--- config.mk ---
export PLATFORM = sky130hd
export DESIGN_NAME = bp_update_sched
export DESIGN_NICKNAME = d
export VERILOG_FILES = /design/src/rtl/bp_update_sched.sv
export SDC_FILE = /design/constraint.sdc
export NUM_CORES = 1
export LEC_CHECK = 0
export CAP_MARGIN = 20
export CORE_UTILIZATION = 49
export CTS_CLUSTER_SIZE = 28
export DETAILED_ROUTE_END_ITERATION = 8
export DONT_BUFFER_PORTS = 1
export PLACE_DENSITY = 0.72
export SYNTH_ARGS = -nofsm -noshare
export SYNTH_HDL_FRONTEND = slang
export SYNTH_SLANG_ARGS = --single-unit
--- constraint.sdc ---
create_clock -name clk -period 3.6 [get_ports clk]
set_input_delay 1.08 -clock clk [delete_from_list [all_inputs] [get_ports clk]]
set_output_delay 1.08 -clock clk [all_outputs]
set_load 0.02 [all_outputs]
--- src/rtl/bp_update_sched.sv ---
// Branch predictor update scheduler: queues up to two resolved branches per cycle
// and serialises them as BHT/PHT read-modify-write sequences on a single table port.
module bp_update_sched #(
  parameter int BHT_DEPTH = 10,
  parameter int PHT_DEPTH = 6,
  parameter int QDEPTH    = 4
) (
  input  logic                 clk,
  input  logic                 rst,
  input  logic                 upd1_valid,
  input  logic [31:0]          upd1_pc,
  input  logic                 upd1_taken,
  input  logic                 upd2_valid,
  input  logic [31:0]          upd2_pc,
  input  logic                 upd2_taken,
  output logic                 upd_full,
  output logic [BHT_DEPTH-1:0] bht_raddr,
  input  logic [PHT_DEPTH-1:0] bht_rdata,
  output logic [PHT_DEPTH-1:0] pht_raddr,
  input  logic [1:0]           pht_rdata,
  output logic                 bht_we,
  output logic [BHT_DEPTH-1:0] bht_waddr,
  output logic [PHT_DEPTH-1:0] bht_wdata,
  output logic                 pht_we,
  output logic [PHT_DEPTH-1:0] pht_waddr,
  output logic [1:0]           pht_wdata,
  output logic                 busy,
  output logic [15:0]          drop_cnt
);
  localparam int QW = $clog2(QDEPTH);
  localparam int EW = BHT_DEPTH + 1;

  typedef enum logic [1:0] {IDLE = 2'd0, LOOKUP = 2'd1, COMMIT = 2'd2} state_t;

  // 2-bit counter in Gray order: SNT=00, WNT=01, WT=11, ST=10
  function automatic logic [1:0] ctr_next(input logic [1:0] c, input logic t);
    case (c)
      2'b00:   ctr_next = t ? 2'b01 : 2'b00;
      2'b01:   ctr_next = t ? 2'b11 : 2'b00;
      2'b11:   ctr_next = t ? 2'b10 : 2'b01;
      default: ctr_next = t ? 2'b10 : 2'b11;
    endcase
  endfunction

  logic [EW-1:0]        q_mem [QDEPTH];
  logic [QW-1:0]        wr_ptr_q, rd_ptr_q;
  logic [QW:0]          count_q, count_d, free;
  logic                 acc1, acc2, pop;
  logic [1:0]           n_drop;
  logic [16:0]          drop_sum;
  logic [15:0]          drop_cnt_q;
  state_t               state_q, state_d;
  logic [BHT_DEPTH-1:0] cur_idx_q;
  logic                 cur_taken_q;
  logic [PHT_DEPTH-1:0] hist_q;
  logic [EW-1:0]        ent1, ent2;
  logic                 unused_pc_bits;

  assign unused_pc_bits = ^{upd1_pc[31:BHT_DEPTH+2], upd1_pc[1:0],
                            upd2_pc[31:BHT_DEPTH+2], upd2_pc[1:0]};

  assign ent1 = {upd1_pc[BHT_DEPTH+1:2], upd1_taken};
  assign ent2 = {upd2_pc[BHT_DEPTH+1:2], upd2_taken};

  // Space is judged on the registered count only, so a same-cycle pop never frees room
  assign free     = (QW+1)'(QDEPTH) - count_q;
  assign acc1     = upd1_valid && (free != '0);
  assign acc2     = upd2_valid && (upd1_valid ? (free >= (QW+1)'(2)) : (free != '0));
  assign n_drop   = {1'b0, upd1_valid & ~acc1} + {1'b0, upd2_valid & ~acc2};
  assign count_d  = count_q + (QW+1)'(acc1) + (QW+1)'(acc2) - (QW+1)'(pop);
  assign drop_sum = {1'b0, drop_cnt_q} + 17'(n_drop);

  always_comb begin
    state_d = state_q;
    pop     = 1'b0;
    case (state_q)
      IDLE: begin
        if (count_q != '0) begin
          pop     = 1'b1;
          state_d = LOOKUP;
        end
      end
      LOOKUP: state_d = COMMIT;
      COMMIT: begin
        if (count_q != '0) begin
          pop     = 1'b1;
          state_d = LOOKUP;
        end else begin
          state_d = IDLE;
        end
      end
      default: state_d = IDLE;
    endcase
  end

  always_ff @(posedge clk) begin
    if (acc1) q_mem[wr_ptr_q] <= ent1;
    if (acc2) q_mem[wr_ptr_q + QW'(acc1)] <= ent2;
  end

  always_ff @(posedge clk) begin
    if (rst) begin
      state_q     <= IDLE;
      count_q     <= '0;
      wr_ptr_q    <= '0;
      rd_ptr_q    <= '0;
      drop_cnt_q  <= '0;
      cur_idx_q   <= '0;
      cur_taken_q <= 1'b0;
      hist_q      <= '0;
    end else begin
      state_q    <= state_d;
      count_q    <= count_d;
      wr_ptr_q   <= wr_ptr_q + QW'(acc1) + QW'(acc2);
      rd_ptr_q   <= rd_ptr_q + QW'(pop);
      drop_cnt_q <= drop_sum[16] ? 16'hFFFF : drop_sum[15:0];
      if (pop) {cur_idx_q, cur_taken_q} <= q_mem[rd_ptr_q];
      if (state_q == LOOKUP) hist_q <= bht_rdata;
    end
  end

  assign upd_full  = free < (QW+1)'(2);
  assign busy      = (count_q != '0) || (state_q != IDLE);
  assign drop_cnt  = drop_cnt_q;
  assign bht_raddr = cur_idx_q;
  assign pht_raddr = hist_q;
  assign bht_we    = (state_q == COMMIT);
  assign pht_we    = (state_q == COMMIT);
  assign bht_waddr = cur_idx_q;
  assign bht_wdata = {hist_q[PHT_DEPTH-2:0], cur_taken_q};
  assign pht_waddr = hist_q;
  assign pht_wdata = ctr_next(pht_rdata, cur_taken_q);

endmodule

==> summary.txt, run 1 <==
Outcome
  • Status: finished clean

Routing
  • Residual DRC: 0
  • Wire per inst: ~18 um
  • Vias per cell: about 5.6
  • DRT Pass-1 Iters: 4
  • Final WL: between 7000 and 8000 um
  • 1st-iter DRT viols: 58
  • Post-DRT Antenna Nets: 0
  • DR vias: ~2.4k

Yosys
  • Synth Area per Inst: ~12 um2
  • Mapped Nets: 440
  • Synth unique cells: 39
  • Synth area leaders: edfxtp_1, dfxtp_1, mux2_2
  • Leading area contributor after synthesis: edfxtp_1
  • #FFs+latches synth: between 80 and 90
  • Sequential element share of the synthesized area: 0.510
  • Mapped Cells: 350
  • Synth warnings: 0
  • Yosys top cell area share: 0.312
  • Synthesized area: ~4200 um2

Timing
  • Final Setup Violations: 0
  • Fin Clk Skew: roughly 13 ps
  • Final period util: 0.847
  • TNS Setup: 0 ps
  • Final hold violation count: 0
  • Final min period: slightly above 3000 ps
  • PnR worst setup slack: about 550 ps
  • Slew @ Worst Pin: 820 ps
  • Slew Limit Fails: 0
  • Relative slew slack: 0.453
  • RSZ-0062 raised after global routing: false
  • Max Clock Freq: approximately 330 MHz

GRT
  • Vias in the first global route: 2510
  • Grt ovf: 0
  • Largest net degree at the start of global routing: 43
  • GR Util All Layers: 0.182
  • Antenna violations before repair: 0
  • First-pass GRT wire length: 12100 um

Placement
  • RePlAce Congestion: a little under 0.8
  • Placement-stage worst setup slack: ~480 ps
  • Hpwl dp: ~5300 um
  • IO buf count: 0

Setup path
  • Crit path cell chain: inv_1, ha_1, ha_1, nand4bb_1, nand2_1, nand2_1, fa_1, inv_1, ha_1, nand3_1, nor2_1, nand2_1, a21oi_1
  • Crit path largest cell delay: around 400 ps
  • Worst reg2reg path endpoint: drop_cnt[11]$_SDFF_PP0_
  • Crit Path Max Fanout: 13
  • Worst EP arrival: 3330 ps
  • Crit end category: flop
  • R2r setup slk: about 550 ps
  • Crit-path slowest cell: fa_1
  • Reg2reg start: count_q[1]$_SDFF_PP0_
  • R2R cell count: 13
  • WP data required: ~3900 ps
  • CP Launch Type: flop
  • Crit Path Category: flop to flop

Power
  • Peak VDD IR: 0.000356 V
  • Total power: between 3 and 4 mW
  • PwrDens: ~840 nW/um2
  • Pleak: between 1.5 and 2 nW

Floorplan
  • Die Footprint: ~9000 um2
  • FP Rows: 33
  • Die X: between 90 and 100 um
  • Initial Util: 0.510
  • Die height: around 95 um
  • Top Ports: between 100 and 150
  • Core Box Area: roughly 8300 um2

Layout
  • Layout cells sized above 1: 0.249
  • Nets: roughly 420
  • Diode count: 0
  • Area Overhead vs Synth: 3.16%

CTS
  • Clock Latency Late Sink: around 350 ps
  • CTS tree: built
  • Postcts setup bufs: 0
  • Worst-path clk slew: 90 ps
  • CTS Buf Count: 9
  • Hold buffers post-CTS: 0
  • H-Tree Depth: 3
  • Post_cts resized: 0
  • TritonCTS Sinks: 86
  • CTS Buffer Depth: 2
  • CTS root buf: clkbuf_8

Min path
  • Hold WC Path Type: flop to flop
  • WHS Endpoint: count_q[2]$_SDFF_PP0_
  • Hold Path Depth: 2
  • Hold Startpoint: count_q[1]$_SDFF_PP0_

Run
  • Max-cap viol count: 0
cell usage in the layout (no fill, tap or decap), drive strengths merged, types with 4 or more instances in the layout:
master and instances:
mux4 11, nand4 4, nor2 19, clkbuf 9, nor2b 6, dfxtp 42, a21oi 24, inv 16
buf 6, mux2i 6, edfxtp 44, xnor2 15, nand3 8, mux2 45, ha 9, nand2 35
nor3 9
sequential cells by signal, indices dropped and copies added, names as in the netlist:
name	flops
pht_raddr	6
rd_ptr_q	2
wr_ptr_q	2
count_q	3
state_q	2
cur_taken_q	1
drop_cnt	16
q_mem	44
bht_raddr	10
critical path, delay by kind of cell, from the launching register on:
family	cells	cell delay, ps
flip-flops	1	390
adder cells (fa/ha/maj)	4	1080
AO/OA/AOI/OAI	1	240
AND/OR/NAND/NOR	6	1070
buffers and inverters	2	190
synth_stat cells:
master,instances
edfxtp_1,44
dfxtp_1,42
mux2_2,38
nand2_1,35
buf_4,25
a21oi_1,24
nor2_1,19
xnor2_1,15
inv_1,12
mux4_2,11
clkbuf_1,9
ha_1,9
mux2_1,7
nand3_1,7
mux2i_1,6
nor2b_1,6
nor3_1,5
buf_2,4
nor3_2,4
fa_1,3
nand2b_1,3
nand4_1,3
or2_2,2
xor2_1,2
a211oi_1,1
a211oi_2,1
a31oi_1,1
and3_1,1
and4_1,1
buf_1,1
inv_2,1
nand3_2,1
nand4_4,1
nand4b_1,1
nand4bb_1,1
nor4_1,1
o21bai_1,1
or4_4,1
xor2_2,1
power breakdown:
| part | internal [mW] | switching [mW] | total, mW | leakage, nW |
|---|---|---|---|---|
| clock | 0.329 | 0.368 | 0.697 | 0.101 |
| combinational | 0.548 | 0.625 | 1.17 | 0.685 |
| sequential | 1.39 | 0.401 | 1.79 | 0.752 |
per-stage QoR:
step	cells	utilization	hold WS (ps)	instance area (um2)
final	438	0.527	573	4370
after global routing	438	0.527	604	4370
after CTS	437	0.526	577	4360
after detailed placement	421	0.501	568	4160
after global placement	421	0.501	529	4160
after floorplan	350	-	470	4240
area by class of cell:
type / instances / area (um2)
clock inverters: 7 / 78.8
repair buffers: 6 / 45.0
flip-flops and latches: 86 / 2160
multi-input cells: 212 / 1780
fillers: 719 / 3930
well taps: 105 / 131
clock buffers: 9 / 124
inverters: 13 / 48.8
worst max path at each step:
| stage | from | endpoint | slack, ps | depth (start not counted) |
|---|---|---|---|---|
| after floorplan | count_q[1]$_SDFF_PP0_ | count_q[2]$_SDFF_PP0_ | 680 | 13 |
| after global placement | upd1_valid | drop_cnt[13]$_SDFF_PP0_ | 510 | 10 |
| after detailed placement | upd1_valid | drop_cnt[11]$_SDFF_PP0_ | 480 | 10 |
| after CTS | count_q[1]$_SDFF_PP0_ | drop_cnt[11]$_SDFF_PP0_ | 530 | 13 |
| after global routing | count_q[1]$_SDFF_PP0_ | drop_cnt[1]$_SDFF_PP0_ | 290 | 13 |
| final | count_q[1]$_SDFF_PP0_ | drop_cnt[11]$_SDFF_PP0_ | 550 | 13 |
metal layers:
layer / vias to the layer above / GRT usage / share of wire
li1: 1171 / - / -
met1: 1162 / 0.212 / 0.41
met2: 102 / 0.307 / 0.49
met3: 11 / 0.0531 / 0.082
met4: 0 / 0.0846 / 0.013
met5: - / 0 / 0
logic make-up after synthesis:
| group | after synthesis | synth area share |
|---|---|---|
| mux | 62 | 0.192 |
| fa+ha+maj | 12 | 0.0408 |
| flops | 86 | 0.510 |
| xor+xnor | 18 | 0.0390 |
| compound gates | 28 | 0.0363 |
| simple gates | 92 | 0.112 |
| buf+inv | 52 | 0.0694 |
Power figures use the tool's default switching activity.
==> run 2: changes to the inputs <==
clock period = 3.1 ns   (was 3.6 ns; I/O delays follow)
==> run 2 against run 1 <==
Non-clock buffer count is 5 higher. Highest routed layer unchanged. Via count is 1.4% lower. Die area stayed put.
==> summary.txt, run 2 (same netlist as run 1, synthesis figures left out) <==
Power
  • PwrDens: about 960 nW/um2
  • Peak VDD IR: ~0.00045 V
  • Pleak: ~1.6 nW

GRT
  • Antenna violations before repair: 0
  • Grt ovf: 0
  • GR Util All Layers: 0.186
  • First-pass GRT wire length: approximately 12000 um
  • Vias in the first global route: ~2.6k
  • Largest net degree at the start of global routing: 43

Timing
  • Slew @ Worst Pin: 782 ps
  • Final hold violation count: 0
  • Final Setup Violations: 0
  • TNS Setup: 0 ps
  • Slew Limit Fails: 0
  • Max Clock Freq: roughly 360 MHz
  • Final period util: 0.904
  • PnR worst setup slack: about 300 ps
  • Final min period: about 2800 ps
  • Relative slew slack: 0.478
  • Fin Clk Skew: 14.2 ps
  • RSZ-0062 raised after global routing: false

Placement
  • Hpwl dp: 5400 um
  • Post-Place Cells: roughly 430
  • Placement-stage worst setup slack: 184 ps
  • RePlAce Congestion: roughly 0.76
  • IO buf count: 0

CTS
  • CTS Buf Count: 9
  • Worst-path clk slew: about 90 ps
  • CTS Buffer Depth: 2
  • TritonCTS Sinks: 86
  • Clock Latency Late Sink: approximately 360 ps
  • CTS tree: built
  • CTS root buf: clkbuf_8
  • Postcts setup bufs: 0
  • H-Tree Depth: 3

Routing
  • Vias per cell: between 5 and 6
  • Post-DRT Antenna Nets: 0
  • 1st-iter DRT viols: between 50 and 60
  • Final WL: approximately 7800 um
  • DRT Pass-1 Iters: 4
  • DR vias: 2412
  • Wire per inst: ~18 um
  • Residual DRC: 0

Layout
  • Area Overhead vs Synth: 3.99%
  • Nets: between 400 and 500
  • Most frequent cells in the layout: edfxtp_1, dfxtp_1, mux2_2
  • Diode count: 0
  • Non-Filler Instances: roughly 440
  • Max reg flops: between 40 and 50
  • Commonest non-fill, non-tap cell in the layout: edfxtp_1
  • Largest Register: q_mem
  • Layout cells sized above 1: 0.269

Setup path
  • Crit Path Category: flop to flop
  • CP Launch Type: flop
  • Worst EP arrival: approximately 3000 ps
  • R2R cell count: 14
  • Crit Path Max Fanout: 3
  • Crit end category: flop
  • WP data required: between 3000 and 4000 ps

Floorplan
  • Die height: 95.0 um
  • FP Rows: 33
  • Top Ports: between 100 and 150
  • Die X: 95.0 um
  • Initial Util: 0.510
  • Core Box Area: 8300 um2
  • Die Footprint: about 9000 um2

Outcome
  • Status: finished clean

Min path
  • Hold Path Depth: 2
  • Hold WC Path Type: flop to flop

Run
  • Max-cap viol count: 0
==> run 2: worst max-delay path, cell delays in order (launching register included) <==
cell and delay, ps:
dfxtp_1 380, inv_1 90, ha_1 210, ha_1 290
nand4bb_1 160, nand2_1 90, nand2_1 60, fa_1 380
inv_1 80, ha_1 190, nand3_2 140, buf_4 200
nor3_2 190, xnor2_1 140, a21oi_1 80
==> run 2: stage by stage <==
stage / util / instance area (um2) / hold WS (ps) / total power, mW
after floorplan: - / 4240 / 470 / 3.28
after global placement: 0.507 / 4210 / 521 / 3.47
final: 0.531 / 4410 / 561 / 4.21
after global routing: 0.531 / 4410 / 590 / 4.50
after detailed placement: 0.507 / 4210 / 543 / 3.53
after CTS: 0.529 / 4390 / 566 / 4.26
==> run 2: final timing paths <==
check / startpoint / end / slack (ps)
max: count_q[1]$_SDFF_PP0_ / drop_cnt[10]$_SDFF_PP0_ / 300
min: count_q[1]$_SDFF_PP0_ / count_q[2]$_SDFF_PP0_ / 560
max reg2reg: count_q[1]$_SDFF_PP0_ / drop_cnt[10]$_SDFF_PP0_ / 300
min reg2reg: count_q[1]$_SDFF_PP0_ / count_q[2]$_SDFF_PP0_ / 560
==> run 2: timing repair <==
item / 4_1_cts / 5_1_grt
resized for setup: 0 / 4
setup endpoints to repair: 0 / 14
hold buffers: 0 / 0
==> run 2: layout make-up <==
type | count | area [um2]
timing repair buffer | 11 | 82.6
multi-input combinational | 212 | 1800
tap | 105 | 131
clock buffer | 9 | 124
fill | 738 | 3890
clock inverter | 7 | 57.6
sequential | 86 | 2160
inverter | 13 | 48.8
==> run 2: layer usage <==
metal,vias up,global-route usage,part of all wire
li1,1182,-,-
met1,1123,0.202,0.40
met2,88,0.329,0.49
met3,19,0.0515,0.076
met4,0,0.0934,0.026
met5,-,0,0
==> run 2: where the power goes <==
part	internal, mW	leakage, nW	switching (mW)
clock network	0.302	0.0843	0.435
logic	0.667	0.727	0.739
registers	1.61	0.752	0.462
==> run 3: changes to the inputs <==
--- a/config.mk
+++ b/config.mk
@@ -8,2 +8,3 @@
 export CAP_MARGIN = 20
+export CORE_MARGIN = 2
 export CORE_UTILIZATION = 49
@@ -13,2 +14,3 @@
 export PLACE_DENSITY = 0.72
+export SLEW_MARGIN = 20
 export SYNTH_ARGS = -nofsm -noshare
==> constraint.sdc (replaced) <==
create_clock -name clk -period 3.1 [get_ports clk]
set_input_delay 0.62 -clock clk [delete_from_list [all_inputs] [get_ports clk]]
set_output_delay 0.62 -clock clk [all_outputs]
set_load 0.02 [all_outputs]
==> run 3 against run 2 <==
Largest power group unchanged. Sequential power is essentially flat. Final cell count is the same. Core utilization rose by 0.090 points. Power grew 0.57%. Critical endpoint is now drop_cnt[14]$_SDFF_PP0_. Fmax down 3.0%. Clock-buffer cell count grew 2. Sequential share of layout area down 0.083 points. Combinational power is essentially flat. Clock power grew 3.9%. Global-route usage fell by 0.84 points. Worst setup slack worse by 86 ps.
==> summary.txt, run 3 (same netlist as run 1, synthesis figures left out) <==
CTS
  • CTS root buf: clkbuf_8
  • Worst-path clk slew: 80 ps
  • H-Tree Depth: 3
  • CTS tree: built
  • CTS Buffer Depth: 2
  • CTS Buf Count: 9
  • Postcts setup bufs: 0
  • TritonCTS Sinks: 86
  • Clock Latency Late Sink: roughly 350 ps

Timing
  • Final Setup Violations: 0
  • Relative slew slack: 0.448
  • Final min period: 2890 ps
  • Slew @ Worst Pin: 827 ps
  • Final hold violation count: 0
  • RSZ-0062 raised after global routing: true
  • Fin Clk Skew: approximately 11 ps
  • Final period util: 0.932
  • Max Clock Freq: around 350 MHz
  • Slew Limit Fails: 0

Setup path
  • R2R cell count: 13
  • Buf/Inv on CP: 2
  • WP data required: ~3400 ps
  • Top cell by count, worst path: ha_1
  • Crit path cell chain: inv_1, ha_1, ha_1, nand4bb_1, nand2_1, nand2_1, fa_1, inv_1, ha_1, nand3_1, nor3_4, a31oi_1, a211oi_1
  • Crit path largest cell delay: roughly 380 ps
  • Crit Path Category: flop to flop
  • Worst EP arrival: around 3200 ps
  • Crit Path Max Fanout: 5
  • Crit end category: flop
  • CP Launch Type: flop
  • Top delay family on crit path: adder cells
  • Reg2reg start: count_q[1]$_SDFF_PP0_
  • R2r setup slk: ~210 ps
  • Worst reg2reg path endpoint: drop_cnt[14]$_SDFF_PP0_
  • Crit-path slowest cell: fa_1

Placement
  • IO buf count: 0
  • Hpwl dp: around 5500 um
  • Placed cell area: around 4200 um2
  • RePlAce Congestion: around 0.80

Layout
  • Area Overhead vs Synth: 4.16%
  • Most frequent cells in the layout: edfxtp_1, dfxtp_1, mux2_2
  • Commonest non-fill, non-tap cell in the layout: edfxtp_1
  • Final instance area: between 4000 and 5000 um2
  • Nets: 423
  • Largest Register: q_mem
  • Diode count: 0
  • Max reg flops: between 40 and 50
  • Layout cells sized above 1: 0.263

Floorplan
  • Top Ports: about 140
  • Die height: roughly 97 um
  • Core Box Area: around 8300 um2
  • Die Footprint: ~9400 um2
  • Die X: 97.0 um
  • FP Rows: 33
  • Initial Util: 0.510

GRT
  • Antenna violations before repair: 0
  • First-pass GRT wire length: roughly 13000 um
  • Grt ovf: 0
  • Vias in the first global route: around 2.5k
  • GR Util All Layers: 0.177
  • Largest net degree at the start of global routing: 43

Routing
  • Wire per inst: 17.9 um
  • DRT Pass-1 Iters: 4
  • Residual DRC: 0
  • Post-DRT Antenna Nets: 0
  • Final WL: 7930 um
  • DR vias: between 2k and 2.5k
  • 1st-iter DRT viols: 55
  • Vias per cell: ~5.5

Power
  • Total power: between 4 and 5 mW
  • Pleak: 1.57 nW
  • PwrDens: slightly below 1000 nW/um2
  • Peak VDD IR: 0.000378 V

Run
  • Max-cap viol count: 0

Outcome
  • Status: finished clean

Min path
  • Hold WC Path Type: input port to flop
  • WHS Endpoint: pht_raddr[1]$_SDFFE_PP0N_
  • Hold Startpoint: rst
  • Hold Path Depth: 1
## run 3: changes by cell type in the layout (fill, tap and decap cells not counted), sizes merged
cell,delta
bufinv,+1
clkbuf,+2
clkinvlp,-2
clkinv,+2
inv,-3
## run 3: per-stage QoR
| step | TNS (ps) | setup WS (ps) | hold WS (ps) | util | cells |
|---|---|---|---|---|---|
| 5_1_grt | -12.9 | -12.9 | 301 | 0.532 | 443 |
| 6_report | 0 | 212 | 332 | 0.532 | 443 |
| 4_1_cts | 0 | 165 | 311 | 0.530 | 443 |
| 3_5_place_dp | 0 | 183 | 543 | 0.507 | 427 |
| 2_1_floorplan | 0 | 178 | 470 | - | 350 |
| 3_3_place_gp | 0 | 254 | 521 | 0.507 | 427 |
## run 3: worst max-delay path by stage
| stage | slack, ps | from | to | cells past startpoint |
|---|---|---|---|---|
| global route | -10 | count_q[1]$_SDFF_PP0_ | drop_cnt[14]$_SDFF_PP0_ | 13 |
| detailed placement | 180 | count_q[1]$_SDFF_PP0_ | drop_cnt[14]$_SDFF_PP0_ | 13 |
| global placement | 250 | count_q[1]$_SDFF_PP0_ | drop_cnt[13]$_SDFF_PP0_ | 13 |
| floorplan | 180 | count_q[1]$_SDFF_PP0_ | count_q[2]$_SDFF_PP0_ | 13 |
| finish | 210 | count_q[1]$_SDFF_PP0_ | drop_cnt[14]$_SDFF_PP0_ | 13 |
| CTS | 170 | count_q[1]$_SDFF_PP0_ | drop_cnt[14]$_SDFF_PP0_ | 13 |
## run 3: per-layer routing
metal / vias to the layer above / part of all wire / global-route usage
met2: 97 / 0.50 / 0.304
met1: 1146 / 0.41 / 0.207
met4: 0 / 0.0066 / 0.0358
li1: 1178 / - / -
met5: - / 0 / 0
met3: 8 / 0.083 / 0.0773
## run 3: where the power goes
part / switching, mW / leakage (nW) / total (mW) / internal, mW
logic: 0.732 / 0.727 / 1.39 / 0.662
registers: 0.467 / 0.752 / 2.08 / 1.61
clock network: 0.392 / 0.0935 / 0.766 / 0.375
total: 1.59 / 1.57 / 4.24 / 2.65
## run 3: repair_timing
item,CTS,global route
hold buffers,0,0
gates resized for setup,0,4
setup endpoints to repair,0,14
## run 3: area by class of cell
type | instances | area (um2)
inverters | 13 | 48.8
repair buffers | 11 | 82.6
fillers | 734 | 3890
flip-flops and latches | 86 | 2160
clock inverters | 5 | 60.1
clock buffers | 11 | 131
multi-input cells | 212 | 1800
well taps | 105 | 131
